**src/rtl/hazard_stall_unit_pkg.sv**
```systemverilog
// Shared types for the hazard/stall unit.
// Contents:
//   - REG_ADDR_W  : register-specifier width.
//   - stage_rec_t : the per-stage shadow record.
//   - STAGE_NOP   : the all-zero record used for bubbles and for reset.
//   - rec_writes  : true when a record will really write the register file.
package hazard_pkg;

  localparam int unsigned REG_ADDR_W = 5;

  typedef struct packed {
    logic                  valid;
    logic [REG_ADDR_W-1:0] rd;
    logic                  reg_write;
    logic                  mem_read;
  } stage_rec_t;

  localparam stage_rec_t STAGE_NOP = '{1'b0, {REG_ADDR_W{1'b0}}, 1'b0, 1'b0};

  // A record only writes back when it holds a real instruction.
  function automatic logic rec_writes(input stage_rec_t rec);
    return rec.valid & rec.reg_write;
  endfunction

endpackage

```
**src/rtl/hazard_stall_unit_stage_reg.sv**
```systemverilog
// One shadow pipeline stage register.
// Behaviour:
//   - Synchronous active-low clear.
//   - When en_i=0 the record holds.
//   - When en_i=1 it loads d_i, or loads a NOP if bubble_i=1.
// Ports:
//   clk, rst_n       clock and synchronous active-low reset
//   en_i             advance enable (pipeline not frozen)
//   bubble_i         load STAGE_NOP instead of d_i on advance
//   d_i              record from the previous stage
//   q_o              current record of this stage
module hazard_stage_reg
  import hazard_pkg::*;
(
  input  logic       clk,
  input  logic       rst_n,
  input  logic       en_i,
  input  logic       bubble_i,
  input  stage_rec_t d_i,
  output stage_rec_t q_o
);

  stage_rec_t rec_d;
  stage_rec_t rec_q;

  // Next record: hold, bubble or load.
  always_comb begin
    rec_d = rec_q;
    if (en_i) begin
      if (bubble_i) begin
        rec_d = STAGE_NOP;
      end else begin
        rec_d = d_i;
      end
    end else begin
      rec_d = rec_q;
    end
  end

  // Record register with synchronous clear.
  always_ff @(posedge clk) begin
    if (!rst_n) begin
      rec_q <= STAGE_NOP;
    end else begin
      rec_q <= rec_d;
    end
  end

  assign q_o = rec_q;

endmodule

```
**src/rtl/hazard_stall_unit.sv**
```systemverilog
// Producer-side hazard unit for the 5-stage pipeline.
//
// Function:
//   - Shadows the destination-register state of the EX, MEM and WB stages.
//   - From that state, drives the rd/RegWrite values the forwarding unit
//     consumes.
//   - Detects load-use hazards that forwarding cannot resolve.
//   - Drives the PC/IF-ID stall, ID/EX bubble and branch flush controls.
//   - Counts load-use stall cycles in a saturating counter.
//
// Ports:
//   clk, rst_n                 clock, synchronous active-low reset
//   id_valid, id_rs, id_rt     ID instruction and its source registers
//   id_uses_rt                 ID instruction really reads rt
//   id_rd, id_reg_write        ID destination and its write enable
//   id_mem_read                ID instruction is a load
//   branch_taken, mem_ready    branch redirect and memory-ready freeze
//   pc_write, if_id_write      front-end enables
//   if_id_flush, id_ex_bubble  squash controls
//   ID_EX_rd .. MEM_WB_RegWrite  shadow-stage outputs
//   stall_count                saturating load-use stall cycle count
module hazard_stall_unit
  import hazard_pkg::*;
#(
  parameter int unsigned STALL_CNT_W = 16
) (
  input  logic                   clk,
  input  logic                   rst_n,
  input  logic                   id_valid,
  input  logic [REG_ADDR_W-1:0]  id_rs,
  input  logic [REG_ADDR_W-1:0]  id_rt,
  input  logic                   id_uses_rt,
  input  logic [REG_ADDR_W-1:0]  id_rd,
  input  logic                   id_reg_write,
  input  logic                   id_mem_read,
  input  logic                   branch_taken,
  input  logic                   mem_ready,
  output logic                   pc_write,
  output logic                   if_id_write,
  output logic                   if_id_flush,
  output logic                   id_ex_bubble,
  output logic [REG_ADDR_W-1:0]  ID_EX_rd,
  output logic [REG_ADDR_W-1:0]  EX_MEM_rd,
  output logic                   EX_MEM_RegWrite,
  output logic [REG_ADDR_W-1:0]  MEM_WB_rd,
  output logic                   MEM_WB_RegWrite,
  output logic [STALL_CNT_W-1:0] stall_count
);

  stage_rec_t id_rec_s;
  stage_rec_t s_ex_s;
  stage_rec_t s_mem_s;
  stage_rec_t s_wb_s;
  logic       load_use_s;
  logic       ex_bubble_s;

  logic [STALL_CNT_W-1:0] cnt_d;
  logic [STALL_CNT_W-1:0] cnt_q;

  assign id_rec_s = '{1'b1, id_rd, id_reg_write, id_mem_read};

  // A load still in EX cannot forward its data to ID. A load that targets
  // register 0 never creates a dependency.
  assign load_use_s = s_ex_s.valid && s_ex_s.mem_read && s_ex_s.reg_write &&
                      (s_ex_s.rd != {REG_ADDR_W{1'b0}}) && id_valid &&
                      ((s_ex_s.rd == id_rs) || (id_uses_rt && (s_ex_s.rd == id_rt)));

  // Control priority: reset, then memory freeze, then branch, then load-use.
  always_comb begin
    pc_write     = 1'b0;
    if_id_write  = 1'b0;
    if_id_flush  = 1'b0;
    id_ex_bubble = 1'b0;
    if (!rst_n || !mem_ready) begin
      pc_write     = 1'b0;
      if_id_write  = 1'b0;
      if_id_flush  = 1'b0;
      id_ex_bubble = 1'b0;
    end else if (branch_taken) begin
      pc_write     = 1'b1;
      if_id_write  = 1'b1;
      if_id_flush  = 1'b1;
      id_ex_bubble = 1'b1;
    end else if (load_use_s) begin
      pc_write     = 1'b0;
      if_id_write  = 1'b0;
      if_id_flush  = 1'b0;
      id_ex_bubble = 1'b1;
    end else begin
      pc_write     = 1'b1;
      if_id_write  = 1'b1;
      if_id_flush  = 1'b0;
      id_ex_bubble = 1'b0;
    end
  end

  assign ex_bubble_s = id_ex_bubble | ~id_valid;

  hazard_stage_reg u_s_ex (
    .clk      (clk),
    .rst_n    (rst_n),
    .en_i     (mem_ready),
    .bubble_i (ex_bubble_s),
    .d_i      (id_rec_s),
    .q_o      (s_ex_s)
  );

  hazard_stage_reg u_s_mem (
    .clk      (clk),
    .rst_n    (rst_n),
    .en_i     (mem_ready),
    .bubble_i (1'b0),
    .d_i      (s_ex_s),
    .q_o      (s_mem_s)
  );

  hazard_stage_reg u_s_wb (
    .clk      (clk),
    .rst_n    (rst_n),
    .en_i     (mem_ready),
    .bubble_i (1'b0),
    .d_i      (s_mem_s),
    .q_o      (s_wb_s)
  );

  // Count advancing load-use stall cycles only. Frozen and branch cycles
  // are excluded, and the count saturates at all-ones.
  always_comb begin
    cnt_d = cnt_q;
    if (mem_ready && !branch_taken && load_use_s &&
        (cnt_q != {STALL_CNT_W{1'b1}})) begin
      cnt_d = cnt_q + {{(STALL_CNT_W-1){1'b0}}, 1'b1};
    end else begin
      cnt_d = cnt_q;
    end
  end

  // Stall counter register.
  always_ff @(posedge clk) begin
    if (!rst_n) begin
      cnt_q <= {STALL_CNT_W{1'b0}};
    end else begin
      cnt_q <= cnt_d;
    end
  end

  assign ID_EX_rd        = s_ex_s.rd;
  assign EX_MEM_rd       = s_mem_s.rd;
  assign EX_MEM_RegWrite = rec_writes(s_mem_s);
  assign MEM_WB_rd       = s_wb_s.rd;
  assign MEM_WB_RegWrite = rec_writes(s_wb_s);
  assign stall_count     = cnt_q;

endmodule

```
**config.mk**
```make
export PLATFORM = sky130hd
export DESIGN_NAME = hazard_stall_unit
export DESIGN_NICKNAME = d
export VERILOG_FILES = /design/src/rtl/hazard_stall_unit_pkg.sv /design/src/rtl/hazard_stall_unit_stage_reg.sv /design/src/rtl/hazard_stall_unit.sv
export SDC_FILE = /design/constraint.sdc
export NUM_CORES = 1
export LEC_CHECK = 0
export CAP_MARGIN = 20
export CORE_MARGIN = 2
export CORE_UTILIZATION = 54
export DETAILED_ROUTE_END_ITERATION = 8
export DONT_BUFFER_PORTS = 1
export PLACE_DENSITY = 0.77
export SYNTH_ARGS = -nofsm -noshare
export SYNTH_HDL_FRONTEND = slang
export SYNTH_SLANG_ARGS = --single-unit
```
**constraint.sdc**
```tcl
create_clock -name clk -period 2.95 [get_ports clk]
set_input_delay 0.1475 -clock clk [delete_from_list [all_inputs] [get_ports clk]]
set_output_delay 0.1475 -clock clk [all_outputs]
set_load 0.01 [all_outputs]
```
==> summary.md <==
| Metric | Value |
|---|---|
| Status | finished clean |
| Sequential area share after synthesis | 40.2% |
| Avg Vias per Cell | 6.20 |
| Register-to-Register Path Depth | 6 |
| Worst path required time | 2.80 ns |
| TritonCTS Buffers | 5 |
| Critical path buffer and inverter count | 1 |
| Seq. cell area | 761 um^2 |
| Pwr Total | 0.000869 W |
| Final hold vios | 0 |
| FF+latch count, synth | 38 |
| Initial Util | 56.3% |
| LEAKAGE | 0.728 nW |
| H-tree levels | 2 |
| Setup crit start kind | flop |
| Root buffer cell | clkbuf_4 |
| Critical path endpoint category | primary output |
| Worst-path clk slew | 0.11 ns |
| Crit path max-delay family | simple AND/OR/NAND/NOR gates |
| Die Width | 63.2 um |
| Via Count | 1524 |
| Syn Nets | 231 |
| Cells after Synth | 207 |
| Critical path cell sequence | xor2_1 -> nor4_2 -> a32oi_2 -> buf_4 -> nor3_1 -> a21oi_1 |
| Die area | 4000 um^2 |
| Pwr/cell area | 442 nW/um^2 |
| Slew headroom | 45.2% |
| DRC | 0 |
| Core Util, Final | 58.4% |
| Ys Warns | 0 |
| Most common cell after layout, fill and taps aside | dfxtp_1 |
| Endpoint, Worst Hold | stall_count[7] |
| Total of max-cap violations | 0 |
| R2r setup slk | 0.84 ns |
| HP Start | branch_taken |
| Mapped cell area | 1890 um^2 |
| Initial antenna violation count | 0 |
| First-pass GRT wire length | 6.67 mm |
| Reg-to-reg startpoint | u_s_ex.q_o[2] |
| Placer Congestion | 0.842 |
| WS Path Type | reg2out |
| CTS tree | yes |
| All-layer global routing usage | 21.2% |
| Avg Inst Size Synth | 9.15 um^2 |
| Final setup fails | 0 |
| RSZ-0062 raised after global routing | false |
| # nets final | 223 |
| Max frequency | 416 MHz |
| Vias in the first global route | 1462 |
| DP HPWL | 2.92 mm |
| Clk Latency, worst-skew pair | 0.34 ns |
| ANT nets after route | 0 |
| Setup WS post-layout | 0.547 ns |
| Final TNS setup | 0 ns |
| Slew Limit Fails | 0 |
| Min-Delay Path Class | in2reg |
| FILL cells | 324 |
| Clk buf depth | 2 |
| Die height | 63.2 um |
| Detailed Route Iter0 Violations | 121 |
| Pre-CTS setup slack | 0.586 ns |
| Slowest cell on the critical path | dfxtp_1 |
| CP Data Arrival Time | 2.26 ns |
| Final period util | 81.5% |
| Routed len/inst | 16.6 um |
| Area of the multi-input gates | 958 um^2 |
| Most frequent cells in the layout | 38 x dfxtp_1, 18 x nor2_1, 15 x mux2i_1, 13 x a21oi_1, 13 x o31ai_1 |
| Largest net degree at the start of global routing | 34 |
| First-pass iteration count of the detailed router | 4 |
| Num rows | 21 |
| Core Region | 3360 um^2 |
| Final antenna diode count | 0 |
| Fin crit period | 2.40 ns |
| I/O pins | 60 |
| # port buffers | 0 |
| Crit-path max cell delay | 0.53 ns |
| Layout cells sized above 1 | 7.50% |
| Routed wire length | 4.08 mm |
| FF-to-FF End | stall_count[3] |
| Hold path depth | 3 |
| Slew @ Worst Pin | 0.820 ns |
| Crit Path Max Fanout | 33 |
| Max VDD drop | 0.000332 V |
| Remaining Overflow, GRT | 0 |
| Syn-to-layout area delta | 3.77% |
| Library cells used by synthesis | 37 |
| CP Depth | 6 |
| CTS Sinks | 38 |
| Worst Clk Skew | 0.00297 ns |
-- sequential cells by signal, summed over array words and instances, names as in the netlist --
register,flops
u_s_wb.q_o,7
u_s_mem.q_o,7
u_s_ex.q_o,8
stall_count,16
-- worst max path at each step --
stage / start / to / slack, ns
CTS: u_s_ex.q_o[5] / if_id_write / 0.54
detailed placement: stall_count[8] / stall_count[3] / 0.59
global placement: stall_count[2] / stall_count[3] / 0.72
floorplan: u_s_ex.q_o[6] / pc_write / 0.94
global route: u_s_ex.q_o[5] / if_id_write / 0.38
finish: u_s_ex.q_o[5] / if_id_write / 0.55
-- report_power, final --
part / leakage, nW / switching [W] / total [W] / internal (W)
Sequential: 0.307 / 0.00000719 / 0.000525 / 0.000518
Combinational: 0.387 / 0.0000342 / 0.0000605 / 0.0000263
Clock: 0.0343 / 0.000169 / 0.000284 / 0.000115
-- per-layer routing --
| metal | up-vias | share of wire, % | wire length [um] | GRT usage (%) |
|---|---|---|---|---|
| met2 | 49 | 51 | 2080 | 37.6 |
| li1 | 738 | - | - | - |
| met1 | 732 | 41 | 1660 | 23.3 |
| met4 | 0 | 1.3 | 51 | 6.79 |
| met5 | - | 0 | 0 | 0 |
| met3 | 5 | 7.2 | 293 | 8.21 |
-- cells by family (layout without fill, tap and decap cells) --
family,count (synthesis),in the layout,share of synthesized area (%)
mux,15,15,7.93
flops,38,38,40.2
xor+xnor,10,10,4.63
fa+ha+maj,1,1,0.661
simple gates,67,67,19.8
compound gates,46,46,17.3
buf+inv,30,23,9.58
-- cell usage after synthesis --
cell type,number,area share [%]
buf_4,17,6.7
buf_2,4,1.1
nand2b_1,2,0.66
o21ba_2,2,1.1
nor4_2,1,0.66
a22o_1,7,3.2
nand2_1,7,1.4
o211ai_1,3,1.2
o21ai_1,2,0.53
and4_1,2,0.93
and3_1,4,1.3
o31a_1,2,0.93
nor3_1,3,0.79
nand4_1,5,1.7
nor4_1,1,0.33
or3_1,1,0.33
ha_1,1,0.66
a21o_1,1,0.40
mux2i_1,15,7.9
nor2b_1,1,0.33
inv_1,2,0.40
o2111ai_1,1,0.46
a32oi_1,1,0.46
xnor2_1,1,0.46
xor2_1,9,4.2
nor3b_1,1,0.40
buf_1,1,0.20
dfxtp_1,38,40
clkbuf_1,5,0.99
clkinv_1,1,0.20
a21oi_1,13,3.4
nand3_1,5,1.3
and2_1,4,1.3
or4_1,12,4.8
nor2_1,18,3.6
o31ai_1,13,5.2
o21a_1,1,0.40
-- through the flow --
step                hold slack (ns)  cell area, um^2  instances
floorplan                     0.273             1890        207
global placement              0.271             1800        228
detailed placement            0.274             1800        228
CTS                           0.134             1960        245
global route                  0.161             1960        246
finish                        0.151             1960        246
-- repair_timing --
item | CTS | global route
setup buffers | 0 | 0
hold buffers | 9 | 0
resized for setup | 0 | 0
endpoints found under the hold margin | 25 | 0
-- worst min-delay path: stages --
cell and delay (ns):
nor2b_1 0.06, o2111ai_1 0.17, o31ai_1 0.09
-- cell type report --
type,count,area share [%]
timing repair buffer,12,5.73
inverter,3,0.573
clock buffer,6,2.61
multi-input combinational,139,48.8
sequential,38,38.7
tap,46,2.93
clock inverter,2,0.637
(Power assumes the default switching activity.)
